===== src/rtl/cache_ctrl_fsm_pkg.sv =====
// Shared types and field geometry for the one-line cache miss controller and its array.
package cache_ctrl_fsm_pkg;

   localparam int OFFSET_W   = 3;
   localparam int INDEX_W    = 7;
   localparam int BYTE_OFF_W = 2;
   localparam int TAG_W      = 32 - BYTE_OFF_W - OFFSET_W - INDEX_W;
   localparam int DATA_W     = 32;
   localparam int BLOCK_W    = (1 << OFFSET_W) * DATA_W;
   localparam int CNT_W      = 16;

   typedef enum logic [2:0] {
      IDLE,
      COMPARE,
      WRITEBACK,
      REFILL,
      INSTALL,
      REPLAY
   } state_e;

   typedef struct packed {
      logic enable;
      logic cmp;
      logic write;
      logic valid_in;
      logic mem_req;
      logic mem_we;
   } ctrl_t;

   // Array and memory strobes for a state; registered on entry so they are glitch-free.
   function automatic ctrl_t ctrl_for(state_e st, logic we);
      ctrl_t c;
      c = '0;
      case (st)
         COMPARE, REPLAY: begin
            c.enable = 1'b1;
            c.cmp    = 1'b1;
            c.write  = we;
         end
         WRITEBACK: begin
            c.mem_req = 1'b1;
            c.mem_we  = 1'b1;
         end
         REFILL: c.mem_req = 1'b1;
         INSTALL: begin
            c.enable   = 1'b1;
            c.write    = 1'b1;
            c.valid_in = 1'b1;
         end
         default: c = '0;
      endcase
      return c;
   endfunction

endpackage


===== src/rtl/cache_ctrl_perf.sv =====
// Hit and miss performance counters; each wraps silently on overflow.
module cache_ctrl_perf #(
   parameter int CNT_WIDTH = 16
) (
   input  logic                 clk,
   input  logic                 rst,
   input  logic                 hit_inc_i,
   input  logic                 miss_inc_i,
   output logic [CNT_WIDTH-1:0] hit_cnt_o,
   output logic [CNT_WIDTH-1:0] miss_cnt_o
);

   logic [CNT_WIDTH-1:0] hit_q;
   logic [CNT_WIDTH-1:0] miss_q;

   always_ff @(posedge clk or negedge rst) begin
      if (!rst) begin
         hit_q  <= '0;
         miss_q <= '0;
      end else begin
         if (hit_inc_i)  hit_q  <= hit_q + CNT_WIDTH'(1);
         if (miss_inc_i) miss_q <= miss_q + CNT_WIDTH'(1);
      end
   end

   assign hit_cnt_o  = hit_q;
   assign miss_cnt_o = miss_q;

endmodule


===== src/rtl/cache_ctrl_fsm.sv =====
// Miss-handling controller for a direct-mapped cache: lookup, dirty write-back,
// block refill, install and replay of a single outstanding CPU word access.
//
//   state     | meaning
//   ----------+------------------------------------------------------------
//   IDLE      | waiting for cpu_req; request fields latched on acceptance
//   COMPARE   | tag lookup; hit completes, miss picks write-back or refill
//   WRITEBACK | dirty victim block sent to memory, held until mem_ack
//   REFILL    | block read from memory, captured into fill buffer on mem_ack
//   INSTALL   | one cycle: fill block written to the array, line made valid
//   REPLAY    | repeat of the lookup on the fresh line; completes the access
module cache_ctrl_fsm
   import cache_ctrl_fsm_pkg::*;
#(
   parameter int OFFSET_WIDTH = OFFSET_W,
   parameter int INDEX_WIDTH  = INDEX_W,
   parameter int TAG_WIDTH    = 30 - OFFSET_WIDTH - INDEX_WIDTH,
   parameter int DATA_WIDTH   = DATA_W,
   parameter int BLOCK_WIDTH  = (1 << OFFSET_WIDTH) * DATA_WIDTH,
   parameter int CNT_WIDTH    = CNT_W
) (
   input  logic                    clk,
   input  logic                    rst,
   input  logic                    cpu_req,
   input  logic                    cpu_we,
   input  logic [31:0]             cpu_addr,
   input  logic [3:0]              cpu_byte_en,
   input  logic [DATA_WIDTH-1:0]   cpu_wdata,
   output logic [DATA_WIDTH-1:0]   cpu_rdata,
   output logic                    cpu_ready,
   output logic                    line_enable,
   output logic                    line_cmp,
   output logic                    line_write,
   output logic                    line_valid_in,
   output logic [3:0]              line_byte_w_en,
   output logic [TAG_WIDTH-1:0]    line_tag,
   output logic [INDEX_WIDTH-1:0]  line_index,
   output logic [OFFSET_WIDTH-1:0] line_word_sel,
   output logic [DATA_WIDTH-1:0]   line_data_in,
   output logic [BLOCK_WIDTH-1:0]  line_block_in,
   input  logic                    line_hit,
   input  logic                    line_dirty,
   input  logic                    line_valid,
   input  logic [TAG_WIDTH-1:0]    line_tag_out,
   input  logic [DATA_WIDTH-1:0]   line_data_out,
   input  logic [BLOCK_WIDTH-1:0]  line_data_wb,
   output logic                    mem_req,
   output logic                    mem_we,
   output logic [31:0]             mem_addr,
   output logic [BLOCK_WIDTH-1:0]  mem_wdata,
   input  logic [BLOCK_WIDTH-1:0]  mem_rdata,
   input  logic                    mem_ack,
   output logic [CNT_WIDTH-1:0]    hit_cnt,
   output logic [CNT_WIDTH-1:0]    miss_cnt
);

   localparam int LOW_W = OFFSET_WIDTH + 2;

   state_e                  state_q, state_d;
   ctrl_t                   ctrl_q;
   logic [TAG_WIDTH-1:0]    req_tag_q, req_tag_d;
   logic [INDEX_WIDTH-1:0]  req_index_q, req_index_d;
   logic [OFFSET_WIDTH-1:0] req_word_q, req_word_d;
   logic                    req_we_q, req_we_d;
   logic [3:0]              req_be_q, req_be_d;
   logic [DATA_WIDTH-1:0]   req_wdata_q, req_wdata_d;
   logic [TAG_WIDTH-1:0]    victim_tag_q, victim_tag_d;
   logic [BLOCK_WIDTH-1:0]  victim_q, victim_d;
   logic [BLOCK_WIDTH-1:0]  fill_q, fill_d;
   logic                    lookup_hit;
   logic                    lookup_st;
   logic                    hit_inc;
   logic                    miss_inc;
   logic                    unused_addr_bits;

   assign lookup_hit       = line_hit & line_valid;
   assign lookup_st        = (state_q == COMPARE) || (state_q == REPLAY);
   assign unused_addr_bits = ^cpu_addr[1:0];

   always_comb begin
      state_d      = state_q;
      req_tag_d    = req_tag_q;
      req_index_d  = req_index_q;
      req_word_d   = req_word_q;
      req_we_d     = req_we_q;
      req_be_d     = req_be_q;
      req_wdata_d  = req_wdata_q;
      victim_tag_d = victim_tag_q;
      victim_d     = victim_q;
      fill_d       = fill_q;
      hit_inc      = 1'b0;
      miss_inc     = 1'b0;
      case (state_q)
         IDLE: begin
            if (cpu_req) begin
               req_tag_d   = cpu_addr[31 -: TAG_WIDTH];
               req_index_d = cpu_addr[LOW_W +: INDEX_WIDTH];
               req_word_d  = cpu_addr[2 +: OFFSET_WIDTH];
               req_we_d    = cpu_we;
               req_be_d    = cpu_byte_en;
               req_wdata_d = cpu_wdata;
               state_d     = COMPARE;
            end
         end
         COMPARE: begin
            if (lookup_hit) begin
               hit_inc = 1'b1;
               state_d = IDLE;
            end else begin
               miss_inc = 1'b1;
               if (line_valid && line_dirty) begin
                  victim_d     = line_data_wb;
                  victim_tag_d = line_tag_out;
                  state_d      = WRITEBACK;
               end else begin
                  state_d = REFILL;
               end
            end
         end
         WRITEBACK: if (mem_ack) state_d = REFILL;
         REFILL: begin
            if (mem_ack) begin
               fill_d  = mem_rdata;
               state_d = INSTALL;
            end
         end
         INSTALL: state_d = REPLAY;
         // A fresh line always hits; the refill retry only guards against a misbehaving array.
         REPLAY: state_d = lookup_hit ? IDLE : REFILL;
         default: state_d = IDLE;
      endcase
   end

   always_ff @(posedge clk or negedge rst) begin
      if (!rst) begin
         state_q      <= IDLE;
         ctrl_q       <= '0;
         req_tag_q    <= '0;
         req_index_q  <= '0;
         req_word_q   <= '0;
         req_we_q     <= 1'b0;
         req_be_q     <= '0;
         req_wdata_q  <= '0;
         victim_tag_q <= '0;
         victim_q     <= '0;
         fill_q       <= '0;
      end else begin
         state_q      <= state_d;
         ctrl_q       <= ctrl_for(state_d, req_we_d);
         req_tag_q    <= req_tag_d;
         req_index_q  <= req_index_d;
         req_word_q   <= req_word_d;
         req_we_q     <= req_we_d;
         req_be_q     <= req_be_d;
         req_wdata_q  <= req_wdata_d;
         victim_tag_q <= victim_tag_d;
         victim_q     <= victim_d;
         fill_q       <= fill_d;
      end
   end

   assign line_enable    = ctrl_q.enable;
   assign line_cmp       = ctrl_q.cmp;
   assign line_write     = ctrl_q.write;
   assign line_valid_in  = ctrl_q.valid_in;
   assign line_byte_w_en = req_be_q & {4{req_we_q}};
   assign line_tag       = req_tag_q;
   assign line_index     = req_index_q;
   assign line_word_sel  = req_word_q;
   assign line_data_in   = req_wdata_q;
   assign line_block_in  = fill_q;

   // Completion is combinational off the array so a hit finishes in the lookup cycle.
   assign cpu_ready = lookup_st & lookup_hit;
   assign cpu_rdata = cpu_ready ? line_data_out : '0;

   assign mem_req   = ctrl_q.mem_req;
   assign mem_we    = ctrl_q.mem_we;
   assign mem_wdata = victim_q;

   always_comb begin
      mem_addr = '0;
      if (state_q == WRITEBACK)
         mem_addr = {victim_tag_q, req_index_q, {LOW_W{1'b0}}};
      else if (state_q == REFILL)
         mem_addr = {req_tag_q, req_index_q, {LOW_W{1'b0}}};
   end

   cache_ctrl_perf #(
      .CNT_WIDTH (CNT_WIDTH)
   ) u_perf (
      .clk        (clk),
      .rst        (rst),
      .hit_inc_i  (hit_inc),
      .miss_inc_i (miss_inc),
      .hit_cnt_o  (hit_cnt),
      .miss_cnt_o (miss_cnt)
   );

endmodule


===== config.mk =====
export PLATFORM = sky130hd
export DESIGN_NAME = cache_ctrl_fsm
export DESIGN_NICKNAME = d
export VERILOG_FILES = /design/src/rtl/cache_ctrl_fsm_pkg.sv /design/src/rtl/cache_ctrl_perf.sv /design/src/rtl/cache_ctrl_fsm.sv
export SDC_FILE = /design/constraint.sdc
export NUM_CORES = 1
export LEC_CHECK = 0
export CORE_AREA = 2 2 508 510
export CTS_BUF_LIST = sky130_fd_sc_hd__clkbuf_4 sky130_fd_sc_hd__clkbuf_8
export DETAILED_ROUTE_END_ITERATION = 7
export DIE_AREA = 0 0 510 512
export DONT_BUFFER_PORTS = 1
export SETUP_SLACK_MARGIN = 0.1
export SYNTH_ARGS = -nofsm -noshare
export SYNTH_HDL_FRONTEND = slang
export SYNTH_HIERARCHICAL = 1
export SYNTH_SLANG_ARGS = --single-unit
export TNS_END_PERCENT = 1

===== constraint.sdc =====
create_clock -name clk -period 3.15 [get_ports clk]
set_input_delay 0.945 -clock clk [delete_from_list [all_inputs] [get_ports clk]]
set_output_delay 0.945 -clock clk [all_outputs]
set_load 0.005 [all_outputs]

---- Yosys cells after proc, flatten, opt, wreduce, memory -nomap -nowiden ----
Cells that the tools add are included.
word-level totals
  word-level logic and storage cells ...... 65
  bits of input ports ..................... 640
  register bits after elaboration ......... 640
  output and inout bits ................... 681
cells by class
  add/sub/neg operators ................... 2
  bitwise operators ....................... 4
  muxes and demuxes ....................... 22
  equality and inequality tests ........... 10
  reduce and logical (&&, ||, !) cells .... 9
operators with widths
  operator                 number
  $mux W32                 3
  $add A16 B1 Y16 const B  2
  $pmux W3 S6              1
  $eq A3 B2 Y1 const B     4
  $eq A3 B3 Y1 const B     4
  $mux W1                  12
  $mux W3                  3
  $eq A3 B1 Y1 const B     2
  $and A4 B4 Y4            1
  $mux W2                  2
  $reduce_and A2 Y1        2
  $reduce_or A2 Y1         2
  $logic_not A3 Y1         1
  $reduce_and A3 Y1        1
  $reduce_or A3 Y1         1
  $and A1 B1 Y1            2
  $pmux W1 S2              1
  $logic_and A1 B1 Y1      1
  $logic_or A1 B1 Y1       1
  $not A1 Y1               1

---- Logic depth before layout (Yosys ltp) ----
  word-level depth ........................ 7
  mapped depth ............................ 7

---- Hierarchy ----
The synthesis kept the hierarchy.
modules (own cells, without submodules)
  module           instances  cells each  area each (um2)
  cache_ctrl_fsm   1          1,402       23,268.6
  cache_ctrl_perf  1          113         1,387.6

---- Worst setup path after synthesis ----
No wires, ideal clock.
  path type ............................... input port to output port
  start ................................... in line_hit
  end ..................................... out cpu_rdata[22]
  stages .................................. 4
  arrival time ............................ 1,626 ps
  data required time ...................... 2,205 ps
  path buffers ............................ 1
  path slack .............................. 579 ps
  path through ............................ nand2_1 nor2_1 clkbuf_1 and2_1
between the ends
  longest elaborated chain between the ends .. 3
RTL lines
  item                 line                   source
  start: declaration   cache_ctrl_fsm.sv:41   input logic line_hit,
  $and A1 B1 Y1        cache_ctrl_fsm.sv:76   assign lookup_hit = line_hit & line_valid;
  $and A1 B1 Y1        cache_ctrl_fsm.sv:174  assign cpu_ready = lookup_st & lookup_hit;
  named net cpu_ready  cache_ctrl_fsm.sv:30   output logic cpu_ready,
  $mux W32             cache_ctrl_fsm.sv:175  assign cpu_rdata = cpu_ready ? line_data_out : '0;
  end: declaration     cache_ctrl_fsm.sv:29   output logic [DATA_WIDTH-1:0] cpu_rdata,
The timed path passes the listed nets, and every way through them passes these cells.

---- Worst setup path in the final report ----
  start ................................... reg state_q[2]
  end ..................................... out mem_addr[30]
between the ends
  longest elaborated chain between the ends .. 3
  elaborated cells on any way between the ends .. 4
RTL lines
  item                      line                   source
  start: declaration        cache_ctrl_fsm.sv:59   state_e state_q, state_d;
  start signal: assignment  cache_ctrl_fsm.sv:148  state_q <= state_d;
  $eq A3 B2 Y1              cache_ctrl_fsm.sv:185  else if (state_q == REFILL)
  $mux W32                  cache_ctrl_fsm.sv:185
  $mux W32 (*)              cache_ctrl_fsm.sv:183  if (state_q == WRITEBACK)
  end: declaration          cache_ctrl_fsm.sv:49   output logic [31:0] mem_addr,
Mark *: on every way between the ends. The rest lies on a longest branch, timed or not.

==> results.ini <==
[setup_path]
critical_path_peak_fanout=22
end_kind=primary output
reg2reg_depth=8
r2r_end=u_perf/miss_cnt_o[15]
startpoint=state_q[2]
crit_type=register to primary output
worstSetupEndpoint=mem_addr[30]
startpoint_type=register
worstPathArrival_ns=2.05
r2r_start=state_q[1]
required_ns=2.20
r2r_slack_ns=0.64

[sta]
fin_skew_ns=0.0764
rsz0062_at_grt=yes
slew-limit-headroom=0.269
hold_ws_ns=-0.265
drv_slew=0
timing.final.crit_share=0.950
max_freq_mhz=334
hold_viol=141
tns_ns=0
timing.final.ws_setup_ns=0.158
finalCriticalPeriod_ns=2.99
worst_pin_slew_ns=1.10
finalSetupViolCount=0

[placement]
dp_hpwl_um=158000
portBuffers=0
placed_cell_area_um2=28700
dpl_worst_slack_ns=0.458
place.gp.congestion=0.948

[die]
rows=186
die_h_um=512
start_util=0.0964
pin_count=1321
core-area_um2=256000
dieWidth_um=510
dieArea_um2=261000

[power]
ir_drop_mv=0.492
leakagePower_nw=12.7
power_density_nw_per_um2=1100

[routing]
firstDrtPassIters=5
drtAntennaViolNets=0
drt_iter0_markers=742
routed_via_density=2.95
drt_wl_total_um=185000
vias=15500
wire_per_inst_um=35.3
drc=0

[clock_network]
clk_latency_ns=0.92
cts.sinks=640
cts_root_buf=clkbuf_8
cts_tree=done
htree_levels=4
clk_pin_slew_ns=0.06
clockBufferDepth=4
cts-buffers-inserted=142

[grt]
overflow=0
grt_pass1_vias=15200
grt_pass1_wl_um=215000
antenna_found_initial=347
grt_max_degree=641
grt_usage=0.135

[logic_synthesis]
async_flop_share=1.00
syn-cell-area_um2=24700
ys_seq_area_frac=0.650
syn_avg_cell_area_um2=16.3
synth_area_leader_cell=dfrtp_1
ys_ff_latch=640
yosysWarnings=6
ys_top_cells_by_area=dfrtp_1 65%, mux2_2 25%, mux2_1 2.5%, buf_4 1.1%, and2_1 1.1%
synth-edff-count=0
synth_top_area_frac=0.650
syn_inst=1515
synth_cell_type_count=42
ys.flop_type=dfrtp_1

[min_path]
hold_class=input port to async pin

[finish]
final_common_cell=dfrtp_1
areaGrowthSynthToFinish_pct=31.5
fill_cells=28600
stdcell_area_um2=32400
final_layout_size_suffix_gt1_frac=0.505
layout_common_cells=637 x dfrtp_1, 547 x mux2_2, 167 x clkbuf_8
nNetsFinal=2269

[run]
max-cap-violations=0

[status]
status=finished with violations
violations=negative hold slack

==> sequential cells by signal, summed over array words and instances (netlist names), 4 cells and up <==
signal and count:
line_index 7, victim_tag_q 20, line_block_in 256, req_be_q 4, mem_wdata 256, u_perf/miss_cnt_o 16, line_data_in 32, line_tag 20
u_perf/hit_cnt_o 16
==> per-stage QoR <==
stage | total power, mW | hold WS (ns) | cells | util
after floorplan | 19.7 | 0.465 | 1519 | -
after global routing | 37.6 | -0.384 | 5183 | 0.126
after global placement | 25.5 | 0.483 | 4855 | 0.112
final | 35.7 | -0.265 | 5236 | 0.127
after CTS | 36.8 | -0.390 | 5103 | 0.125
after detailed placement | 25.8 | 0.488 | 4855 | 0.112
==> final cells by class <==
class / instances / area, µm² / share of cell area
diodes: 128 / 320 / 0.00988
clock buffers: 203 / 2570 / 0.0792
clock inverters: 38 / 452 / 0.0139
inverters: 2 / 7.51 / 0.000232
multi-input cells: 797 / 8180 / 0.252
flip-flops and latches: 640 / 16000 / 0.494
well taps: 3384 / 4230 / 0.131
repair buffers: 44 / 636 / 0.0196
==> critical path, stage by stage (launching register included) <==
cell and delay [ns]:
dfrtp_2 0.47, nand2b_4 0.18, buf_8 0.17, nor2_1 0.35
==> layer usage <==
layer  part of all wire  up-vias  global-route usage
met2               0.46     1448               0.219
met5             0.0073        -                   0
met4              0.034      200              0.0430
li1                   -     5741                   -
met3               0.19      523               0.114
met1               0.31     7549               0.124
==> how the worst min path moves through the flow <==
stage	startpoint	to	slack (ns)
2_1_floorplan	u_perf/miss_cnt_o[15]	u_perf/miss_cnt_o[15]	0.46
3_3_place_gp	req_be_q[0]	req_be_q[0]	0.48
3_5_place_dp	req_be_q[0]	req_be_q[0]	0.49
4_1_cts	rst	mem_wdata[37]	-0.39
5_1_grt	rst	mem_wdata[89]	-0.38
6_report	rst	mem_wdata[37]	-0.27
==> cell usage after synthesis, types with 4 or more instances <==
library cell	number
dfrtp_1	640
mux2_2	547
mux2_1	54
and2_1	43
buf_4	37
nor2_1	32
mux2i_1	20
buf_2	18
xor2_1	16
buf_6	14
nand2_1	14
xnor2_1	14
clkbuf_1	10
nand3_1	7
nand4_1	7
nor3_1	4
==> power by group <==
group	leakage (nW)	switching (mW)	total, mW	internal [mW]
clock	1.58	4.32	10.3	5.98
combinational	3.35	2.66	6.65	3.99
sequential	7.76	6.50	18.7	12.2
total	12.7	13.5	35.7	22.2
==> kinds of logic after synthesis <==
| group | after synthesis | share of synthesized area |
|---|---|---|
| fa+ha+maj | 2 | 0.00101 |
| xor+xnor | 30 | 0.0107 |
| compound gates | 10 | 0.00305 |
| flops | 640 | 0.650 |
| simple gates | 129 | 0.0297 |
| mux | 621 | 0.283 |
| other cells | 1 | 0.000152 |
| buf+inv | 82 | 0.0233 |
==> repair_timing <==
action                     in CTS  in global routing
setup endpoints to repair      60                 45
pin swaps                       2                  0
buffers inserted                5                  0
gates cloned                    2                  2
resized for setup              32                  6
hold endpoints to repair      640                141
Note: power is estimated with default switching activity, not from simulation.
